## config.mk

```make
export PLATFORM = sky130hd
export DESIGN_NAME = pipe_sequencer
export DESIGN_NICKNAME = d
export VERILOG_FILES = /design/src/rtl/pipe_sequencer_pkg.sv /design/src/rtl/pipe_sequencer_sat_counter.sv /design/src/rtl/pipe_sequencer.sv
export SDC_FILE = /design/constraint.sdc
export NUM_CORES = 1
export LEC_CHECK = 0
export ABC_AREA = 1
export BUFFER_PORTS_ARGS = -buffer_cell sky130_fd_sc_hd__buf_2
export CORE_AREA = 2 2 135 111
export CTS_CLUSTER_SIZE = 12
export DETAILED_ROUTE_END_ITERATION = 10
export DIE_AREA = 0 0 137 113
export GPL_ROUTABILITY_DRIVEN = 0
export HOLD_SLACK_MARGIN = 0.02
export PLACE_DENSITY = 0.55
export RECOVER_POWER = 25
export SETUP_SLACK_MARGIN = 0.15
export SLEW_MARGIN = 20
export SYNTH_ARGS = -nofsm -noshare
export SYNTH_HDL_FRONTEND = slang
export SYNTH_SLANG_ARGS = --single-unit
```

## constraint.sdc

```tcl
create_clock -name i_clk -period 1.9 [get_ports i_clk]
set_input_delay 0.095 -clock i_clk [delete_from_list [all_inputs] [get_ports i_clk]]
set_output_delay 0.095 -clock i_clk [all_outputs]
set_load 0.03 [all_outputs]
```

## src/rtl/pipe_sequencer_pkg.sv

```systemverilog
// Shared types for the pipeline stall/flush sequencer: FSM states, stage-enable
// bit positions and the per-cycle control bundle driven to the pipeline.
package pipe_sequencer_pkg;

    typedef enum logic [1:0] {
        ST_RUN      = 2'd0,
        ST_MEM_WAIT = 2'd1,
        ST_DRAIN    = 2'd2,
        ST_HALT     = 2'd3
    } state_t;

    localparam int EN_PC    = 0;
    localparam int EN_IFID  = 1;
    localparam int EN_IDEX  = 2;
    localparam int EN_EXMEM = 3;
    localparam int EN_MEMWB = 4;
    localparam int EN_W     = 5;

    localparam logic [EN_W-1:0] EN_ALL  = 5'b11111;
    localparam logic [EN_W-1:0] EN_NONE = 5'b00000;
    localparam logic [EN_W-1:0] EN_BACK = 5'b11000;  // EX/MEM and MEM/WB only
    localparam logic [EN_W-1:0] EN_LU   = 5'b11100;  // hold PC and IF/ID, bubble into ID/EX

    typedef struct packed {
        logic [EN_W-1:0] en;
        logic            ifid_flush;
        logic            idex_flush;
    } ctrl_t;

    // Controls for an unfrozen RUN cycle; the memory stall is handled by the caller.
    function automatic ctrl_t run_decode(input logic halt_req, input logic br_taken,
                                         input logic lu);
        ctrl_t c;
        c = '{en: EN_ALL, ifid_flush: 1'b0, idex_flush: 1'b0};
        if (halt_req) begin
            c = '{en: EN_BACK, ifid_flush: 1'b1, idex_flush: 1'b1};
        end else if (br_taken) begin
            c = '{en: EN_ALL, ifid_flush: 1'b1, idex_flush: 1'b1};
        end else if (lu) begin
            c = '{en: EN_LU, ifid_flush: 1'b0, idex_flush: 1'b1};
        end
        return c;
    endfunction

endpackage

```

## src/rtl/pipe_sequencer_sat_counter.sv

```systemverilog
// Up-counter that sticks at all-ones instead of wrapping; synchronous clear.
module sat_counter #(
    parameter int W = 8
) (
    input  logic         i_clk,
    input  logic         i_rst,
    input  logic         i_inc,
    output logic [W-1:0] o_q
);

    logic [W-1:0] r_q;

    // NOTE: sequential state uses non-blocking assignments so every flop samples pre-edge values.
    always_ff @(posedge i_clk) begin
        if (i_rst) begin
            r_q <= '0;
        end else if (i_inc && (r_q != '1)) begin
            r_q <= r_q + 1'b1;
        end
    end

    assign o_q = r_q;

endmodule

```

## src/rtl/pipe_sequencer.sv

```systemverilog
// Stall/flush sequencer for the 5-stage pipeline: per-stage enables and flushes,
// memory-wait freeze with sticky timeout, drain-then-halt, and perf counters.
module pipe_sequencer
    import pipe_sequencer_pkg::*;
#(
    parameter int CNT_W     = 32,
    parameter int DRAIN_CYC = 2,
    parameter int MEM_TMO   = 255
) (
    input  logic             i_clk,
    input  logic             i_rst,
    input  logic             i_lu,
    input  logic             i_br_taken,
    input  logic             i_dmem_req,
    input  logic             i_dmem_ack,
    input  logic             i_halt_req,
    input  logic             i_resume,
    output logic             o_pc_en,
    output logic             o_ifid_en,
    output logic             o_idex_en,
    output logic             o_exmem_en,
    output logic             o_memwb_en,
    output logic             o_ifid_flush,
    output logic             o_idex_flush,
    output logic             o_halted,
    output logic             o_mem_timeout,
    output logic [CNT_W-1:0] o_stall_cnt,
    output logic [CNT_W-1:0] o_flush_cnt
);

    localparam int DRAIN_W = (DRAIN_CYC > 1) ? $clog2(DRAIN_CYC) : 1;

    state_t               r_state;
    state_t               w_state_nxt;
    logic [DRAIN_W-1:0]   r_drain_cnt;
    logic [DRAIN_W-1:0]   w_drain_nxt;
    logic                 r_mem_timeout;
    ctrl_t                w_ctrl;
    logic [7:0]           w_wait_q;
    logic                 w_in_wait;
    logic                 w_tmo_hit;
    logic                 w_stall_inc;

    assign w_in_wait = (r_state == ST_MEM_WAIT);
    assign w_tmo_hit = w_in_wait && (w_wait_q == 8'(MEM_TMO - 1));

    // NOTE: every output of this block gets a default first so no path can infer a latch.
    always_comb begin
        w_ctrl      = '{en: EN_NONE, ifid_flush: 1'b0, idex_flush: 1'b0};
        w_state_nxt = r_state;
        w_drain_nxt = r_drain_cnt;
        if (i_rst) begin
            w_ctrl.ifid_flush = 1'b1;
            w_ctrl.idex_flush = 1'b1;
        end else begin
            case (r_state)
                ST_RUN, ST_MEM_WAIT: begin
                    // In MEM_WAIT the stalled request is frozen in MEM, so only ack matters.
                    if (!i_dmem_ack && (i_dmem_req || w_in_wait)) begin
                        w_state_nxt = ST_MEM_WAIT;
                    end else begin
                        w_ctrl      = run_decode(i_halt_req, i_br_taken, i_lu);
                        w_state_nxt = i_halt_req ? ST_DRAIN : ST_RUN;
                        w_drain_nxt = '0;
                    end
                end
                ST_DRAIN: begin
                    if (!(i_dmem_req && !i_dmem_ack)) begin
                        w_ctrl = '{en: EN_BACK, ifid_flush: 1'b0, idex_flush: 1'b1};
                        if (r_drain_cnt == DRAIN_W'(DRAIN_CYC - 1)) begin
                            w_state_nxt = ST_HALT;
                            w_drain_nxt = '0;
                        end else begin
                            w_drain_nxt = r_drain_cnt + 1'b1;
                        end
                    end
                end
                ST_HALT: begin
                    if (i_resume) begin
                        w_state_nxt = ST_RUN;
                    end
                end
                default: w_state_nxt = ST_RUN;
            endcase
        end
    end

    always_ff @(posedge i_clk) begin
        if (i_rst) begin
            r_state       <= ST_RUN;
            r_drain_cnt   <= '0;
            r_mem_timeout <= 1'b0;
        end else begin
            r_state     <= w_state_nxt;
            r_drain_cnt <= w_drain_nxt;
            if (w_tmo_hit) begin
                r_mem_timeout <= 1'b1;
            end
        end
    end

    assign w_stall_inc = !w_ctrl.en[EN_PC] && (r_state != ST_HALT);

    sat_counter #(.W(CNT_W)) u_stall_cnt (
        .i_clk (i_clk),
        .i_rst (i_rst),
        .i_inc (w_stall_inc),
        .o_q   (o_stall_cnt)
    );

    sat_counter #(.W(CNT_W)) u_flush_cnt (
        .i_clk (i_clk),
        .i_rst (i_rst),
        .i_inc (w_ctrl.ifid_flush),
        .o_q   (o_flush_cnt)
    );

    // Wait counter restarts on every entry into MEM_WAIT.
    sat_counter #(.W(8)) u_wait_cnt (
        .i_clk (i_clk),
        .i_rst (i_rst || !w_in_wait),
        .i_inc (w_in_wait),
        .o_q   (w_wait_q)
    );

    assign o_pc_en       = w_ctrl.en[EN_PC];
    assign o_ifid_en     = w_ctrl.en[EN_IFID];
    assign o_idex_en     = w_ctrl.en[EN_IDEX];
    assign o_exmem_en    = w_ctrl.en[EN_EXMEM];
    assign o_memwb_en    = w_ctrl.en[EN_MEMWB];
    assign o_ifid_flush  = w_ctrl.ifid_flush;
    assign o_idex_flush  = w_ctrl.idex_flush;
    assign o_halted      = (r_state == ST_HALT) && !i_rst;
    assign o_mem_timeout = r_mem_timeout;

endmodule

```

==> summary.txt <==
Global route
  • Maximum number of pins on one net before global-route repair: 44
  • Global-route wire length before repair: roughly 25000 microns
  • Number of global-route vias before repair: approximately 4.8k
  • Total global routing track utilization: 0.203
  • Global routing met1 resource utilization: 0.329
  • Global-route congestion overflow total: 0
  • Routing usage on met3: 0.0430
  • Initial antenna violation count: 0
  • Most congested layer reported by global routing: met1
  • Met2 track utilization from global routing: 0.267

Route
  • Routed wire length: roughly 15000 microns
  • # DRC: 0
  • Total number of vias: approximately 5.5k
  • Number of vias per cell after detailed routing: around 4.7
  • Wire length per cell after detailed routing: about 13 microns
  • First-iteration detailed-routing DRC count: about 340
  • Post-DRT Antenna Nets: 0
  • Router iterations before antenna repair: 5

Setup path
  • Depth of the worst register-to-register path: 10
  • Worst Setup Start Kind: register
  • Worst r2r src: u_flush_cnt.o_q[0]
  • Kind of critical path: register to register
  • FF-to-FF setup slack: ~0.26 ns
  • Worst R2R End: u_flush_cnt.o_q[6]
  • Crit path max fanout: 11
  • CP Data Required Time: 2.17 ns
  • Nature of the critical path endpoint: register
  • Worst Path Arrival: 1.92 ns

Logic synthesis
  • Library cells used by synthesis: 31
  • Post-synthesis sequential area ratio: 0.296
  • Synth warnings: 0
  • Number of instances in the synthesized netlist: 849
  • Asr flop ratio synth: 0
  • Number of flops mapped to enable cells by yosys: 0
  • Flop and latch count out of synthesis: 76
  • Post-synthesis net count: approximately 860
  • Yosys top cell area share: 0.296
  • Top flip-flop cell by instance count after synthesis: sky130_fd_sc_hd__dfxtp_1
  • Top cells by area, synth: sky130_fd_sc_hd__dfxtp_1 30%, sky130_fd_sc_hd__nand2_1 23%, sky130_fd_sc_hd__nor2_1 10%
  • Leading area contributor after synthesis: sky130_fd_sc_hd__dfxtp_1
  • Post-Syn Area: between 5000 and 6000 sq um
  • Synthesized area divided by synthesized cell count: 6.05 sq um

Power and ir drop
  • Max VDD drop: about 460 uV
  • Lkg Pwr: approximately 2.5 nW
  • PnR Total Power: 0.00363 W
  • Cell area power density: ~570 nW/um^2

STA
  • Period utilisation layout: 0.866
  • Post-route setup TNS: 0 ns
  • Minimum period implied by the final worst setup slack: roughly 1.6 ns
  • Worst Slack Setup Final: 0.255 ns
  • Slew at the pin closest to its max-slew limit: between 0.6 and 0.7 ns
  • Final-report hold violation count: 0
  • Achievable clock frequency: around 600 MHz
  • Max Transition Viols Final: 0
  • # setup viols final: 0
  • RSZ-0062 raised after global routing: true
  • Worst-case clock skew: ~0.011 ns
  • Rel. slew slack: 0.578

Floorplan
  • Effective utilization at floorplan: 0.365
  • Io pins: 81
  • Area of the die: around 15000 sq um
  • Height of the chip: 113 microns
  • Placement row count: 39
  • Core Area: ~14000 sq um
  • Die boundary width: approximately 140 microns

Cells and area
  • Final Instance Count excl. Fillers: roughly 1.2k
  • Leading cell type in the layout, fill and taps excluded: sky130_fd_sc_hd__nand2_1
  • Antenna cell count: 0
  • Number of fill cells: ~1.5k
  • Leading cell types in the layout, fill and taps excluded: 314 x sky130_fd_sc_hd__nand2_1, 125 x sky130_fd_sc_hd__nor2_1, 76 x sky130_fd_sc_hd__inv_1
  • Area added between synthesis and finish: 24.7%
  • Fraction of final layout cells with drive strength greater than 1: 0.222
  • Nets@finish: roughly 990

CTS
  • Clock latency of the later-clocked register in the worst-skew pair: around 0.35 ns
  • CTS clock-pin slew for the worst setup and hold paths: roughly 0.060 ns
  • Inserted Clock Buffers: 9
  • Maximum buffer depth of the clock tree: 2
  • H-tree levels: 3
  • Root Buffer: sky130_fd_sc_hd__clkbuf_16
  • TritonCTS clock tree: built
  • Clock Sink Count: 76

Run status
  • Outcome: completed

Flow run
  • Count of max-cap constraint violations: 0

Hold path
  • Hold depth: 3
  • Capture endpoint of the worst hold path: r_state[1]
  • Class of the worst hold path: input port to register
  • Hold Startpoint: i_resume

Place
  • Count of buffers from port buffering: 80
  • Worst slack after detailed placement: approximately 0.063 ns
  • Sum of net half-perimeters after detailed placement: 11600 microns
  • Post-placement cell count: ~1.1k
## routing by layer
metal | up-vias | share of wire
met3 | 8 | 0.056
met5 | - | 0
met4 | 0 | 0.0075
li1 | 2904 | -
met2 | 135 | 0.39
met1 | 2442 | 0.55
## critical path: stages (launching register included)
cell	delay, ns
sky130_fd_sc_hd__dfxtp_4	0.39
sky130_fd_sc_hd__ha_4	0.15
sky130_fd_sc_hd__inv_2	0.04
sky130_fd_sc_hd__nor2_4	0.16
sky130_fd_sc_hd__nand2_4	0.09
sky130_fd_sc_hd__nor2_4	0.14
sky130_fd_sc_hd__nand2_4	0.11
sky130_fd_sc_hd__nand2_8	0.14
sky130_fd_sc_hd__buf_8	0.15
sky130_fd_sc_hd__nand2_1	0.07
sky130_fd_sc_hd__a21oi_2	0.12
## how the worst max path moves through the flow
| stage | to | depth (start not counted) | from |
|---|---|---|---|
| 3_3_place_gp | u_flush_cnt.o_q[13] | 10 | u_flush_cnt.o_q[1] |
| 2_1_floorplan | u_stall_cnt.o_q[12] | 12 | u_stall_cnt.o_q[0] |
| 4_1_cts | u_flush_cnt.o_q[5] | 10 | u_flush_cnt.o_q[1] |
| 6_report | u_flush_cnt.o_q[6] | 10 | u_flush_cnt.o_q[0] |
| 5_1_grt | u_flush_cnt.o_q[3] | 10 | u_flush_cnt.o_q[0] |
| 3_5_place_dp | u_flush_cnt.o_q[10] | 10 | u_flush_cnt.o_q[1] |
## kinds of logic (layout without fill, tap and decap cells)
kind of cell | after synthesis | after routing | synth area share
flops | 76 | 76 | 0.296
compound gates | 77 | 77 | 0.0994
fa+ha+maj | 4 | 4 | 0.00974
xor+xnor | 26 | 26 | 0.0443
simple gates | 561 | 561 | 0.459
buf+inv | 105 | 234 | 0.0916
## cell type report
cell class,count,area [sq um],area share
multi-input combinational,668,3230,0.505
sequential,76,1560,0.243
timing repair buffer,137,807,0.126
inverter,81,309,0.0483
clock buffer,11,243,0.0379
tap,184,230,0.0359
clock inverter,5,27.5,0.00430
## per-stage QoR
stage	util	hold WS (ns)	cell area (sq um)
after detailed placement	0.430	0.367	6040
after floorplan	-	0.270	5170
after CTS	0.451	0.0385	6340
after global placement	0.430	0.370	6040
after global routing	0.456	0.0515	6400
final	0.456	0.0442	6400
## synth_stat cells, types with 2 or more instances
cell type                  count
sky130_fd_sc_hd__nor3_1        4
sky130_fd_sc_hd__nand3b_1      2
sky130_fd_sc_hd__xnor2_1      12
sky130_fd_sc_hd__buf_8         3
sky130_fd_sc_hd__buf_4         3
sky130_fd_sc_hd__inv_1        77
sky130_fd_sc_hd__nand4_1      12
sky130_fd_sc_hd__o21ai_0      12
sky130_fd_sc_hd__buf_2         6
sky130_fd_sc_hd__ha_1          4
sky130_fd_sc_hd__inv_2         4
sky130_fd_sc_hd__nor2_2        5
sky130_fd_sc_hd__xor2_1       14
sky130_fd_sc_hd__nor2_1      137
sky130_fd_sc_hd__a21oi_1      31
sky130_fd_sc_hd__nand2_1     315
sky130_fd_sc_hd__or2_2         2
sky130_fd_sc_hd__dfxtp_1      76
sky130_fd_sc_hd__buf_1         2
sky130_fd_sc_hd__nand3_1      60
sky130_fd_sc_hd__clkbuf_1      8
sky130_fd_sc_hd__nand2_4       6
sky130_fd_sc_hd__nand2_2      13
sky130_fd_sc_hd__nor2_4        5
sky130_fd_sc_hd__a21oi_2      30
## where the power goes
group	leakage, nW	internal, W	switching (W)
sequential	0.624	0.00162	0.0000347
clock	0.135	0.000911	0.000699
combinational	1.75	0.000108	0.000257
total	2.51	0.00264	0.000991
## repair_timing
| item | in CTS | in global routing |
|---|---|---|
| resized for setup | 5 | 36 |
| hold endpoints to repair | 1 | 0 |
| hold buffers | 1 | 0 |
| pin swaps | 0 | 3 |
| setup buffers | 0 | 2 |
| setup endpoints to repair | 53 | 62 |
## sequential cells by signal (all words and copies together), names as in the netlist
signal           cells
r_drain_cnt          1
o_mem_timeout        1
u_flush_cnt.o_q     32
r_state              2
u_stall_cnt.o_q     32
u_wait_cnt.o_q       8
No activity file was read; power rests on OpenSTA's default activity.
